**src/rtl/gcn_transform_pkg.sv**
```systemverilog
// Shared sizing, vector type and controller state encoding for the GCN transformation stage.
// The dot-product unit and the aggregation stage import the same constants.
package gcn_transform_pkg;
  localparam int DATA_WIDTH   = 96;
  localparam int WIDTH_IN     = 5;
  localparam int WIDTH_OUT    = 16;
  localparam int NUM_NODES    = 6;
  localparam int NUM_FEAT_OUT = 3;
  localparam int ADDR_W       = $clog2(NUM_NODES * NUM_FEAT_OUT);
  localparam int ROW_W        = $clog2(NUM_NODES);
  localparam int COL_W        = $clog2(NUM_FEAT_OUT);

  typedef logic [DATA_WIDTH-1:0][WIDTH_IN-1:0] vec_t;

  typedef enum logic [2:0] {
    IDLE,
    W_REQ,
    W_CAP,
    F_REQ,
    F_CAP,
    WRITE,
    DONE
  } state_t;
endpackage

```
**src/rtl/transformation_addr_gen.sv**
```systemverilog
// Row/column counters for the column-major walk over the result matrix,
// with wrap flags and the flattened result address.
module transformation_addr_gen
  import gcn_transform_pkg::*;
(
  input  logic              clk,
  input  logic              reset,
  input  logic              clear,
  input  logic              row_inc,
  input  logic              col_inc,
  output logic [ROW_W-1:0]  row,
  output logic [COL_W-1:0]  col,
  output logic              last_row,
  output logic              last_col,
  output logic [ADDR_W-1:0] waddr
);

  always_ff @(posedge clk) begin
    if (reset || clear) begin
      row <= '0;
      col <= '0;
    end else if (col_inc) begin
      row <= '0;
      col <= col + 1'b1;
    end else if (row_inc) begin
      row <= row + 1'b1;
    end
  end

  assign last_row = (row == ROW_W'(NUM_NODES - 1));
  assign last_col = (col == COL_W'(NUM_FEAT_OUT - 1));
  assign waddr    = ADDR_W'(row) * ADDR_W'(NUM_FEAT_OUT) + ADDR_W'(col);

endmodule

```
**src/rtl/transformation_controller.sv**
```systemverilog
// Sequences the 96-element dot-product unit over every (node, output-feature) pair,
// one weight column at a time, writing each product to the result memory.
//
// state | meaning
// IDLE  | waiting for start
// W_REQ | read weight column col
// W_CAP | latch weight column into dp_in2
// F_REQ | read feature row row
// F_CAP | latch feature row into dp_in1
// WRITE | present product to result sink, hold until res_ready
// DONE  | one-cycle completion pulse
module transformation_controller
  import gcn_transform_pkg::*;
(
  input  logic                 clk,
  input  logic                 reset,
  input  logic                 start,
  output logic                 done,
  output logic                 busy,
  output logic                 w_ren,
  output logic [COL_W-1:0]     w_raddr,
  input  vec_t                 w_rdata,
  output logic                 f_ren,
  output logic [ROW_W-1:0]     f_raddr,
  input  vec_t                 f_rdata,
  output vec_t                 dp_in1,
  output vec_t                 dp_in2,
  input  logic [WIDTH_OUT-1:0] dp_prod,
  output logic                 res_wen,
  output logic [ADDR_W-1:0]    res_waddr,
  output logic [WIDTH_OUT-1:0] res_wdata,
  input  logic                 res_ready
);

  state_t              state, state_nxt;
  logic [ROW_W-1:0]    row;
  logic [COL_W-1:0]    col;
  logic                last_row, last_col;
  logic [ADDR_W-1:0]   waddr;
  logic                accept;

  assign accept = (state == WRITE) && res_ready;

  transformation_addr_gen u_addr_gen (
    .clk      (clk),
    .reset    (reset),
    .clear    ((state == IDLE) && start),
    .row_inc  (accept && !last_row),
    .col_inc  (accept && last_row && !last_col),
    .row      (row),
    .col      (col),
    .last_row (last_row),
    .last_col (last_col),
    .waddr    (waddr)
  );

  always_ff @(posedge clk) begin
    if (reset) state <= IDLE;
    else       state <= state_nxt;
  end

  always_comb begin
    state_nxt = state;
    case (state)
      IDLE:  if (start) state_nxt = W_REQ;
      W_REQ: state_nxt = W_CAP;
      W_CAP: state_nxt = F_REQ;
      F_REQ: state_nxt = F_CAP;
      F_CAP: state_nxt = WRITE;
      WRITE: if (res_ready) begin
        if (!last_row)      state_nxt = F_REQ;
        else if (!last_col) state_nxt = W_REQ;
        else                state_nxt = DONE;
      end
      DONE:    state_nxt = IDLE;
      default: state_nxt = IDLE;
    endcase
  end

  // Operand registers keep the dot-product inputs stable through a stalled WRITE.
  always_ff @(posedge clk) begin
    if (reset) begin
      dp_in1 <= '0;
      dp_in2 <= '0;
    end else begin
      if (state == W_CAP) dp_in2 <= w_rdata;
      if (state == F_CAP) dp_in1 <= f_rdata;
    end
  end

  always_comb begin
    done      = 1'b0;
    busy      = (state != IDLE);
    w_ren     = 1'b0;
    w_raddr   = '0;
    f_ren     = 1'b0;
    f_raddr   = '0;
    res_wen   = 1'b0;
    res_waddr = '0;
    res_wdata = '0;
    case (state)
      W_REQ: begin
        w_ren   = 1'b1;
        w_raddr = col;
      end
      F_REQ: begin
        f_ren   = 1'b1;
        f_raddr = row;
      end
      WRITE: begin
        res_wen   = 1'b1;
        res_waddr = waddr;
        res_wdata = dp_prod;
      end
      DONE:    done = 1'b1;
      default: ;
    endcase
  end

endmodule

```
**config.mk**
```make
export PLATFORM = sky130hd
export DESIGN_NAME = transformation_controller
export DESIGN_NICKNAME = d
export VERILOG_FILES = /design/src/rtl/gcn_transform_pkg.sv /design/src/rtl/transformation_addr_gen.sv /design/src/rtl/transformation_controller.sv
export SDC_FILE = /design/constraint.sdc
export NUM_CORES = 2
export LEC_CHECK = 0
export CAP_MARGIN = 20
export CORE_AREA = 2 2 764 766
export CTS_CLUSTER_SIZE = 40
export DETAILED_ROUTE_END_ITERATION = 10
export DIE_AREA = 0 0 766 768
export HOLD_SLACK_MARGIN = 0.1
export PLACE_DENSITY = 0.33
export SYNTH_ARGS = -nofsm -noshare
export SYNTH_HDL_FRONTEND = slang
export SYNTH_SLANG_ARGS = --single-unit
export TNS_END_PERCENT = 1
```
**constraint.sdc**
```tcl
create_clock -name clk -period 4.99 [get_ports clk]
set_input_delay 0.998 -clock clk [delete_from_list [all_inputs] [get_ports clk]]
set_output_delay 0.998 -clock clk [all_outputs]
set_load 0.05 [all_outputs]
```
# Word level (Yosys, flattened, before mapping)
# Index checks and enable logic that the tools add are counted.
totals:
  in_bits: 980
  register_bits: 968
classes:
  reduce_logical: 12
  n_mul: 1
  n_eq_ne: 10
  muxes: 13
  addsub: 3
op_table:
  columns: ["operator", "n"]
  rows:
  - ["3-bit case mux with 6 select lines", 1]
  - ["16-bit two-way mux", 1]
  - ["3-bit two-way mux", 5]
  - ["3-bit == test, second input constant", 4]
  - ["3-bit by 2-bit == test with 1-bit output, second input constant", 2]
  - ["5-bit by 2-bit adder with 5-bit output", 1]
  - ["1-bit logical AND", 5]
  - ["3-bit by 2-bit multiplier with 5-bit output, second input constant", 1]
  - ["5-bit two-way mux", 1]
  - ["1-bit two-way mux", 4]
  - ["2-bit != test, second input constant", 2]
  - ["3-bit by 1-bit adder with 3-bit output, second input constant", 1]
  - ["3-bit by 1-bit == test with 1-bit output, second input constant", 1]
  - ["3-bit logical NOT", 1]
  - ["3-bit nonzero test", 1]
  - ["2-bit by 1-bit adder with 2-bit output, second input constant", 1]
  - ["2-bit == test, second input constant", 1]
  - ["1-bit logical NOT", 2]
  - ["2-bit two-way mux", 1]
  - ["2-bit AND reduction", 1]
  - ["2-bit OR reduction", 1]
  - ["1-bit logical OR", 1]

# Logic depth before layout (Yosys ltp)
depth:
  ltp_word: 5
  ltp_mapped: 8

# Modules after synthesis
# From an unflattened synthesis, not the netlist that was laid out.
hier_totals:
  hier_cells: 4266
  area_unflattened_um2: 33586.0
by_module_without_submodules:
  columns: ["module", "instances", "cells_per_inst", "area_per_inst_um2"]
  rows:
  - ["transformation_controller", 1, 4226, 33193.1]
  - ["transformation_addr_gen", 1, 40, 392.9]

# Worst setup path after synthesis
# Ideal clock, no wire load.
synth_timing:
  path_kind: "flip-flop to output port"
  start: "reg u_addr_gen.row[0]"
  end: "out res_waddr[3]"
  stages_incl_launch_ff: 6
  n_path_buf: 0
  required_time_ns: 3.992
  t_arrival_ns: 2.005
  path_slack_ns: 1.987
  path_cell_list: "dfxtp_1 fa_1 ha_1 fa_1 xor2_1 and2_1"
synth_via:
  elab_chain_cells: 3
synth_rtl:
  columns: ["item", "line", "text"]
  rows:
  - ["start: declaration", "transformation_addr_gen.sv:11", "output logic [ROW_W-1:0] row,"]
  - ["start signal: assignment", "transformation_addr_gen.sv:26", "row <= row + 1'b1;"]
  - ["3-bit by 2-bit multiplier with 5-bit output", "transformation_addr_gen.sv:32", "assign waddr = ADDR_W'(row) * ADDR_W'(NUM_FEAT_OUT) + ADDR_W'(col);"]
  - ["5-bit by 2-bit adder with 5-bit output", "transformation_addr_gen.sv:32", null]
  - ["5-bit two-way mux", "transformation_controller.sv:101", "case (state)"]
  - ["end: declaration", "transformation_controller.sv:30", "output logic [ADDR_W-1:0] res_waddr,"]
# No other way between the ends.

# Final worst setup path
# Same ends and word-level chain as after synthesis.

==> reports/summary.txt <==
DRT iter0 DRCs - 2150
Post-cts gate resize count - 0
Top Family by Delay on Critical Path - adder cells
CP startpoint kind - flip-flop
Share of post-route cells with drive strength above 1 - 5.14%
Cell Chain, Critical Path - fa_1 -> ha_1 -> fa_1 -> xor2_1 -> and2_1 -> clkdlybuf4s50_1
Run status - completed
First-pass GRT wire length - 557 mm
CTS Buf Count - 152
Setup violators final - 0
Placer Congestion - 0.893
Lkg Pwr - 20.5 nW
Rows - 280
CP peak stage delay - 0.81 ns
Clock buffer depth - 4
Initial Utilization - 5.82%
Worst hold path type - flip-flop to flip-flop
Top-Level Pins - 1971
H-tree depth - 4
Worst Skew - 0.0737 ns
Area of the multi-input gates - 0.0127 mm²
Layout filler cell count - 67.1k
Cell taking the most area after synthesis - dfxtp_1
Cell count along the critical path - 6
IO Port Bufs - 1970
Reg clk slew, reported paths - 0.05 ns
Initial antenna violation count - 654
Setup slack, reg-to-reg - 2.26 ns
Grt ovf - 0
Worst Setup EP - res_waddr[3]
Final Max Slew Viols - 0
Crit path top cell by count - fa_1
Slew headroom - 29.0%
Vias in the first global route - 38.0k
Final Util - 11.7%
Synth-to-layout area growth - 100%
Later-pin clock latency in the skew report - 0.90 ns
Synthesized net count - 5258
Worst Reg-to-Reg Cells - 5
Post-synthesis sequential element count - 968
Layout net count - 7114
Tightest Pin Transition - 1.06 ns
WP data arrival - 3.80 ns
Post-synth top area share - 57.4%
Setup crit end kind - output port
Vias per std cell - 2.83
Launch point of the worst path - u_addr_gen.row[0]$_SDFFE_PP0P_
RSZ-0062 raised after global routing - false
CTS tree - done
Part of the cycle the worst path needs - 96.2%
Routed Antenna Nets - 0
Cell area after synthesis - 0.0337 mm²
Register Area - 0.0194 mm²
Hold buffers post-CTS - 0
Minimum clock period - 4.80 ns
CTS Sinks - 968
Max_cap viols - 0
Die ar. - 0.588 mm²
CP max-delay cell - clkdlybuf4s50_1
WP buf/inv - 1
Yosys warning count - 0
Via Count - 40.0k
Wire length per cell after detailed routing - 33.3 µm
# DRC - 0
Vert. Die Dim - 768 µm
Hold Crit Depth - 2
Maximum vdd drop - 252 µV
Die Width - 766 µm
Setup TNS - 0 ns
Largest net degree at the start of global routing - 137
Critical path fanouts, max - 7
Post-Synthesis Cells - 4268
Mean area per synthesized cell - 7.91 µm²
Fmax - 0.208 GHz
Core area - 0.580 mm²
Pwr dens - 364 mW/mm²
Register area share after synthesis - 57.4%
Synth unique cells - 37
Clock Root Buffer - clkbuf_16
Critical setup path kind - flip-flop to output port
Area contributors post-synth - dfxtp_1 (57%), nand2_1 (21%), a21oi_1 (14%)
Setup bufs post-CTS - 0
Endpoints failing hold - 0
Pwr Total - 24.6 mW
R2R Path End - dp_in2[302]$_SDFFE_PP0P_
Crit path required time - 3.99 ns
GRT Total Usage - 15.3%
Total Routed Length - 470 mm
Final HPWL DP - 409 mm
Reg-to-Reg Start - state[1]$_SDFFE_PP0P_
Drt pass-1 iters - 5
[where the power goes]
part | leakage, nW | internal (mW) | switching, mW
Combinational | 10.3 | 1.67 | 3.31
Clock | 2.43 | 6.42 | 4.81
Sequential | 7.83 | 8.14 | 0.248
Total | 20.5 | 16.2 | 8.36
[kinds of logic (layout without fill, tap and decap cells)]
family / after synthesis / in the layout / synth area share [%]
buf+inv: 333 / 2293 / 5.09
flops: 968 / 968 / 57.4
other cells: 0 / 141 / 0
xor+xnor: 2 / 2 / 0.0519
compound gates: 980 / 980 / 14.6
simple gates: 1975 / 1975 / 22.4
fa+ha+maj: 10 / 10 / 0.415
[registers in the layout, indices dropped and copies added, names as in the netlist]
name and cells:
dp_in1 480, dp_in2 480, state 3, u_addr_gen.row 3, u_addr_gen.col 2
[how the worst min path moves through the flow]
stage                                         from                        endpoint  slack, ns
floorplan           u_addr_gen.col[0]$_SDFFE_PP0P_  u_addr_gen.col[0]$_SDFFE_PP0P_       0.47
global placement          dp_in1[179]$_SDFFE_PP0P_        dp_in1[179]$_SDFFE_PP0P_       0.44
detailed placement        dp_in1[387]$_SDFFE_PP0P_        dp_in1[387]$_SDFFE_PP0P_       0.45
CTS                       dp_in1[396]$_SDFFE_PP0P_        dp_in1[396]$_SDFFE_PP0P_       0.45
global route              dp_in2[265]$_SDFFE_PP0P_        dp_in2[265]$_SDFFE_PP0P_       0.47
finish                    dp_in1[434]$_SDFFE_PP0P_        dp_in1[434]$_SDFFE_PP0P_       0.45
[synthesized netlist by cell type]
cell type / number
or2_2: 3
o211ai_1: 1
nor2_1: 6
o211a_1: 1
nand2_1: 1922
a21oi_1: 968
or4b_1: 1
nand4b_2: 1
a21o_1: 1
dfxtp_1: 968
buf_6: 35
o21ai_0: 5
nor3b_1: 1
clkbuf_1: 148
ha_1: 8
or3_1: 3
and4_1: 1
buf_4: 12
buf_2: 127
a211o_1: 2
and3b_1: 2
or3b_1: 2
nor3b_2: 1
inv_1: 6
buf_1: 5
nand3b_1: 2
o41ai_1: 1
xnor2_1: 1
nor4b_1: 1
nor2b_1: 2
nand2b_1: 3
nor3_1: 1
and2_1: 22
fa_1: 2
and3_1: 1
xor2_1: 1
o22ai_1: 1
[stage by stage]
| stage | hold slack, ns | cell area (µm²) | worst slack [ns] | std cells |
|---|---|---|---|---|
| global route | 0.467 | 67400 | 0.0410 | 14000 |
| finish | 0.451 | 67600 | 0.189 | 14100 |
| floorplan | 0.473 | 33700 | 1.99 | 4268 |
| CTS | 0.454 | 67200 | 0.0584 | 14000 |
| detailed placement | 0.446 | 62200 | 1.01 | 13700 |
| global placement | 0.442 | 62200 | 0.944 | 13700 |
[area by class of cell]
cell class                 instances  area share, %
inverter                           6         0.0333
timing repair buffer            2029           30.3
sequential                       968           28.7
clock inverter                    47          0.952
tap                             7755           14.4
clock buffer                     211           6.42
multi-input combinational       2967           18.8
antenna                          141          0.522
[routing by layer]
metal | share of wire [%] | GRT usage, %
met3 | 19 | 13.6
met2 | 43 | 23.9
met5 | 0.62 | 0
met4 | 3.8 | 4.64
met1 | 33 | 14.8
[cells in the final DEF, fill, tap and decap left out, types with 2 or more instances in the layout]
| cell | instances |
|---|---|
| nor2b_1 | 2 |
| buf_4 | 46 |
| and3b_1 | 2 |
| clkbuf_1 | 28 |
| diode_2 | 141 |
| bufinv_16 | 6 |
| clkinv_8 | 3 |
| o21ai_0 | 5 |
| a211o_1 | 2 |
| buf_12 | 28 |
| clkinvlp_4 | 4 |
| clkbuf_8 | 31 |
| nand2b_1 | 3 |
| nand2_1 | 1922 |
| a21oi_1 | 968 |
| or2_2 | 3 |
| inv_16 | 3 |
| fa_1 | 2 |
| and2_1 | 22 |
| clkbuf_16 | 152 |
| inv_1 | 6 |
| nand3b_1 | 2 |
| buf_2 | 6 |
| or3_1 | 3 |
| clkinv_16 | 6 |
| dfxtp_1 | 968 |
| or3b_4 | 2 |
| clkinv_4 | 5 |
| clkinv_2 | 20 |
| ha_1 | 8 |
| nor2_1 | 6 |
| clkdlybuf4s50_1 | 1948 |
[tightest hold or removal path, stage by stage, from the launching register on]
cell     delay, ns
dfxtp_1       0.30
nand2_1       0.05
a21oi_1       0.05
No activity file was read; power rests on OpenSTA's default activity.
